`src/rtl/mem_access_ctrl_if.sv`:
```
// CPU-side request/response bundle of the memory-stage controller.
// master: main control FSM; slave: mem_access_ctrl.
interface mem_access_ctrl_if;
    logic        req;
    logic [2:0]  op;
    logic [31:0] addr;
    logic [31:0] wdata;
    logic        busy;
    logic        done;
    logic        misalign;
    logic [31:0] rdata;

    modport master (
        output req, op, addr, wdata,
        input  busy, done, misalign, rdata
    );

    modport slave (
        input  req, op, addr, wdata,
        output busy, done, misalign, rdata
    );
endinterface

```
`src/rtl/mem_access_ctrl.sv`:
```
// Memory-stage controller: accepts one load/store, checks alignment, drives
// the data memory for one ACCESS cycle and returns an extended load result.
module mem_access_ctrl #(
    parameter int DM_AW = 10
) (
    input  logic                 clk,
    input  logic                 rst,
    mem_access_ctrl_if.slave     bus,
    output logic [DM_AW-1:0]     dm_addr,
    output logic [3:0]           dm_be,
    output logic [31:0]          dm_din,
    output logic                 dm_we,
    input  logic [31:0]          dm_dout
);

    typedef enum logic [1:0] {
        S_IDLE   = 2'd0,
        S_ACCESS = 2'd1,
        S_DONE   = 2'd2,
        S_ERR    = 2'd3
    } state_t;

    typedef enum logic [2:0] {
        OP_LW  = 3'b000,
        OP_LH  = 3'b001,
        OP_LHU = 3'b010,
        OP_LB  = 3'b011,
        OP_LBU = 3'b100,
        OP_SW  = 3'b101,
        OP_SH  = 3'b110,
        OP_SB  = 3'b111
    } op_t;

    state_t             state_q, state_d;
    op_t                op_q, op_d;
    logic [DM_AW+1:0]   addr_q, addr_d;
    logic [31:0]        wdata_q, wdata_d;
    logic [31:0]        rdata_q, rdata_d;

    logic               req_misaligned;
    logic               op_is_store;
    logic [7:0]         ld_byte;
    logic [15:0]        ld_half;
    logic [31:0]        ld_value;

    // Address bits above the data-memory window are not needed.
    logic unused_addr_hi;
    assign unused_addr_hi = ^bus.addr[31:DM_AW+2];

    // Alignment check on the incoming request.
    always_comb begin
        req_misaligned = 1'b0;
        case (bus.op)
            OP_LW, OP_SW:         req_misaligned = (bus.addr[1:0] != 2'b00);
            OP_LH, OP_LHU, OP_SH: req_misaligned = bus.addr[0];
            default:              req_misaligned = 1'b0;
        endcase
    end

    // Lane selection and extension of the memory read word.
    always_comb begin
        op_is_store = (op_q == OP_SW) || (op_q == OP_SH) || (op_q == OP_SB);
        case (addr_q[1:0])
            2'd0:    ld_byte = dm_dout[7:0];
            2'd1:    ld_byte = dm_dout[15:8];
            2'd2:    ld_byte = dm_dout[23:16];
            default: ld_byte = dm_dout[31:24];
        endcase
        ld_half = addr_q[1] ? dm_dout[31:16] : dm_dout[15:0];
        case (op_q)
            OP_LW:   ld_value = dm_dout;
            OP_LH:   ld_value = {{16{ld_half[15]}}, ld_half};
            OP_LHU:  ld_value = {16'h0000, ld_half};
            OP_LB:   ld_value = {{24{ld_byte[7]}}, ld_byte};
            OP_LBU:  ld_value = {24'h000000, ld_byte};
            default: ld_value = rdata_q;
        endcase
    end

    // Next-state logic and request latching.
    always_comb begin
        state_d = state_q;
        op_d    = op_q;
        addr_d  = addr_q;
        wdata_d = wdata_q;
        rdata_d = rdata_q;
        case (state_q)
            S_IDLE: begin
                if (bus.req) begin
                    if (req_misaligned) begin
                        state_d = S_ERR;
                    end else begin
                        state_d = S_ACCESS;
                        op_d    = op_t'(bus.op);
                        addr_d  = bus.addr[DM_AW+1:0];
                        wdata_d = bus.wdata;
                    end
                end
            end
            S_ACCESS: begin
                state_d = S_DONE;
                if (!op_is_store) begin
                    rdata_d = ld_value;
                end
            end
            S_DONE:  state_d = S_IDLE;
            S_ERR:   state_d = S_IDLE;
            default: state_d = S_IDLE;
        endcase
    end

    // Output decode from the current state and latched request.
    always_comb begin
        bus.busy     = (state_q == S_ACCESS);
        bus.done     = (state_q == S_DONE) || (state_q == S_ERR);
        bus.misalign = (state_q == S_ERR);
        bus.rdata    = rdata_q;
        dm_addr      = addr_q[DM_AW+1:2];
        dm_din       = wdata_q;
        dm_we        = (state_q == S_ACCESS) && op_is_store;
        dm_be        = '0;
        if (dm_we) begin
            case (op_q)
                OP_SW:   dm_be = 4'b1111;
                OP_SH:   dm_be = addr_q[1] ? 4'b1100 : 4'b0011;
                OP_SB:   dm_be = 4'b0001 << addr_q[1:0];
                default: dm_be = '0;
            endcase
        end
    end

    // State and datapath registers.
    always_ff @(posedge clk) begin
        if (rst) begin
            state_q <= S_IDLE;
            op_q    <= OP_LW;
            addr_q  <= '0;
            wdata_q <= '0;
            rdata_q <= '0;
        end else begin
            state_q <= state_d;
            op_q    <= op_d;
            addr_q  <= addr_d;
            wdata_q <= wdata_d;
            rdata_q <= rdata_d;
        end
    end

endmodule

```
`src/flat_wrapper.sv`:
```
// flat-port wrapper written by rule: the top's interface ports become plain ports
module mem_access_ctrl_flat 
#(
    parameter int DM_AW = 10
)
  (clk, rst, dm_addr, dm_be, dm_din, dm_we, dm_dout, bus_req, bus_op, bus_addr, bus_wdata, bus_busy, bus_done, bus_misalign, bus_rdata);
  mem_access_ctrl_if bus_i ();
  input  logic clk;
  input  logic rst;
  output logic [DM_AW-1:0] dm_addr;
  output logic [3:0] dm_be;
  output logic [31:0] dm_din;
  output logic dm_we;
  input  logic [31:0] dm_dout;
  input wire logic [$bits(bus_i.req)-1:0] bus_req;
  input wire logic [$bits(bus_i.op)-1:0] bus_op;
  input wire logic [$bits(bus_i.addr)-1:0] bus_addr;
  input wire logic [$bits(bus_i.wdata)-1:0] bus_wdata;
  output wire logic [$bits(bus_i.busy)-1:0] bus_busy;
  output wire logic [$bits(bus_i.done)-1:0] bus_done;
  output wire logic [$bits(bus_i.misalign)-1:0] bus_misalign;
  output wire logic [$bits(bus_i.rdata)-1:0] bus_rdata;
  assign bus_i.req = bus_req;
  assign bus_i.op = bus_op;
  assign bus_i.addr = bus_addr;
  assign bus_i.wdata = bus_wdata;
  assign bus_busy = bus_i.busy;
  assign bus_done = bus_i.done;
  assign bus_misalign = bus_i.misalign;
  assign bus_rdata = bus_i.rdata;
  mem_access_ctrl #(.DM_AW(DM_AW)) u_core (.clk(clk), .rst(rst), .bus(bus_i), .dm_addr(dm_addr), .dm_be(dm_be), .dm_din(dm_din), .dm_we(dm_we), .dm_dout(dm_dout));
endmodule
```
`config.mk`:
```
export PLATFORM = sky130hd
export DESIGN_NAME = mem_access_ctrl_flat
export DESIGN_NICKNAME = d
export VERILOG_FILES = /design/src/rtl/mem_access_ctrl_if.sv /design/src/rtl/mem_access_ctrl.sv /design/src/flat_wrapper.sv
export SDC_FILE = /design/constraint.sdc
export NUM_CORES = 1
export LEC_CHECK = 0
export CAP_MARGIN = 5
export CELL_PAD_IN_SITES_DETAIL_PLACEMENT = 2
export CELL_PAD_IN_SITES_GLOBAL_PLACEMENT = 2
export CORE_ASPECT_RATIO = 0.7
export CORE_MARGIN = 5
export CORE_UTILIZATION = 22
export DETAILED_ROUTE_END_ITERATION = 10
export PLACE_DENSITY = 0.88
export SLEW_MARGIN = 25
export SYNTH_ARGS = -nofsm -noshare
export SYNTH_HDL_FRONTEND = slang
export SYNTH_SLANG_ARGS = --single-unit
```
`constraint.sdc`:
```
create_clock -name clk -period 1.9 [get_ports clk]
set_input_delay 0.19 -clock clk [delete_from_list [all_inputs] [get_ports clk]]
set_output_delay 0.19 -clock clk [all_outputs]
set_load 0.05 [all_outputs]
```
==> impl_metrics.tcl <==
set metrics [dict create \
    status "complete, no violations" \
    synthMuxAreaShare_pct 5.02 \
    vias_per_cell 5.02 \
    clk_path_buf_depth 2 \
    setup_viol 0 \
    postCtsSetupBuffers 0 \
    max_stage_delay_ps 500 \
    layout.nets 740 \
    gp_congestion 0.839 \
    path_buf_inv 1 \
    diodes 0 \
    antenna_found_initial 2 \
    synth_top_area_share_pct 41.5 \
    crit_chain "mux2_4 -> or4b_4 -> a21oi_4 -> buf_12 -> a211oi_1" \
    port_buffers 163 \
    drtPass1Iterations 4 \
    powerDensity_nw_per_um2 847 \
    syn_area_per_cell_um2 8.11 \
    reg2reg_to "u_core.bus.rdata[16]" \
    crit_path_end "u_core.bus.rdata[16]" \
    netlist_instances 482 \
    highest_layer "met5" \
    clock-root-buffer "clkbuf_16" \
    cp-end-kind "flip-flop" \
    cts.sinks 81 \
    finalMaxSlewViolations 0 \
    drcViolationCount 0 \
    reg2reg_depth 5 \
    cp-start-kind "flip-flop" \
    critPathMaxFanout 12 \
    clk_latency_ps 340 \
    synth_seq_cells 81 \
    final_util_pct 36.8 \
    grtUsageTotal_pct 17.8 \
    ir_worst_vdd_mv 0.355 \
    drtIter0Drc 138 \
    die_h_um 122 \
    fmax_mhz 541 \
    hp-start "rst" \
    via_count 4384 \
    synth_nets 584 \
    design.portCount 184 \
    power_w 0.00539 \
    ys_seq_area_share_pct 41.5 \
    yosysTopAreaCell "dfxtp_1" \
    ant_nets 0 \
    crit_cells 5 \
    cp_top_family "simple AND/OR/NAND/NOR gates" \
    wl_met2_um 8760 \
    drt-total-wl_um 18400 \
    synth_top_family_by_area "compound AO/OA/AOI/OAI gates" \
    reg2reg_from "u_core.addr_q[1]" \
    rsz0062_at_grt "false" \
    met1_length_um 8140 \
    tritoncts.num_buffers 9 \
    arrival_ps 2060 \
    avgRoutedWirePerCell_um 21.1 \
    leakage_nw 2.21 \
    slew-limit-headroom_pct 63.7 \
    finalHoldViolations 0 \
    synthTopCellsByCount "dfxtp_1, a21oi_1, o21ai_0, nand3_1, nor2_1" \
    core_area_um2 17300 \
    critical_path_required_ps 2110 \
    r2r_slack_ps 50 \
    period_needed_ps 1850 \
    finClkSkew_ps 8.38 \
    crit_path_start "u_core.addr_q[1]" \
    drive_above_1_share_pct 14.5 \
    start_util_pct 22.6 \
    post-place-ws_ps -161 \
    synth_compound_area_share_pct 28.2 \
    synth.most_common_cell "dfxtp_1" \
    slowest_stage "or4b_4" \
    cap_violations 0 \
    worst_pin_slew_ps 529 \
    dp_hpwl_um 13800 \
    grt_pass1_wl_um 28900 \
    area_growth_pct 62.8 \
    synth_xor_area_share_pct 0.448 \
    path_class "reg2reg" \
    grt-ovfl-total 0 \
    hp-class "in2reg" \
    n_fill_cell 1920 \
    wl_met3_um 1190 \
    h-tree-depth 3 \
    std_cell_rows 40 \
    grt_pass1_vias 4973 \
    cts_hold_buffers 0 \
    ys_types 47 \
    yosys_warnings 0 \
    grt_max_degree 49 \
    clkTransAtPathRegs_ps 70 \
    syn_area_um2 3910 \
    async_reset_ff_share_pct 0 \
    synthTopCellsByArea "dfxtp_1, a21oi_1, o21ai_0" \
    synth_simple_gate_area_share_pct 16.8 \
    synth_ff_type "dfxtp_1" \
    cts_tree "done" \
    dieArea_um2 20600 \
    synth_enable_flop_cells 0 \
    fin_crit_sh_pct 97.3 \
    layout_setup_ws_ps 51.1 \
    dieWidth_um 169 \
    synthAdderAreaFrac_pct 0.256 \
]
[metal layers]
metal  up-vias  GRT usage, %
li1       2055             -
met1      2188          22.2
met2       111          29.6
met3        26          6.00
met4         4          4.47
met5         -             0
[worst min path at each step]
stage                                      end  slack, ps  depth (start not counted)
after floorplan           u_core.bus.rdata[15]        330                          2
after global placement        u_core.addr_q[6]        460                          2
after detailed placement      u_core.addr_q[9]        470                          2
after CTS                 u_core.bus.rdata[10]        320                          4
after global routing       u_core.bus.rdata[6]        360                          3
final                     u_core.bus.rdata[10]        340                          4
[cells in the final DEF, fill, tap and decap left out, drive strengths merged, types with 7 or more instances in the layout]
master and count:
nand3 49, nor2 32, dfxtp 81, mux2 8, a211oi 26, clkdlybuf4s50 154
clkbuf 10, o21ai 55, mux2i 8, nand2 28, a21oi 69, inv 8
nor2b 7, buf 46, o221ai 7
[timing repair]
item                                    4_1_cts  5_1_grt
gates resized for setup                      14        8
endpoints found under the hold margin         0        0
endpoints found under the setup margin       26       38
gates cloned                                  0        0
[through the flow]
stage	cell area, µm²	std cells	TNS, ps	hold slack, ps
finish	6360	874	0	337
global route	6360	874	0	359
CTS	6350	874	0	317
detailed placement	5980	858	-5040	471
global placement	5980	858	-1450	459
floorplan	3910	482	-221	331
[flip-flops by register name, indices dropped and copies added, names as in the netlist]
register	count
u_core.addr_q	12
u_core.state_q	2
u_core.op_q	3
u_core.dm_din	32
u_core.bus.rdata	32
[worst min-delay path, cell delays in order]
cell and delay [ps]:
buf_2 120, inv_1 150, o221ai_1 110, a21oi_1 50
[logic make-up (layout without fill, tap and decap cells)]
family          Yosys count  after routing
simple gates            137            137
buf+inv                  62            223
xor+xnor                  2              2
flops                    81             81
mux                      17             17
fa+ha+maj                 1              1
compound gates          182            182
[layout make-up]
cell class	instances	area [µm²]	area share, %
clock inverter	6	90.1	1.42
clock buffer	10	239	3.75
multi-input combinational	339	2060	32.3
sequential	81	1630	25.6
timing repair buffer	200	2030	32.0
tap	231	289	4.54
inverter	7	26.3	0.413
[power breakdown]
part	internal [W]	leakage, nW	switching, W
Sequential	0.00182	0.665	0.0000800
Clock	0.00119	0.159	0.000759
Combinational	0.000596	1.38	0.000944
Note: power is estimated with default switching activity, not from simulation.
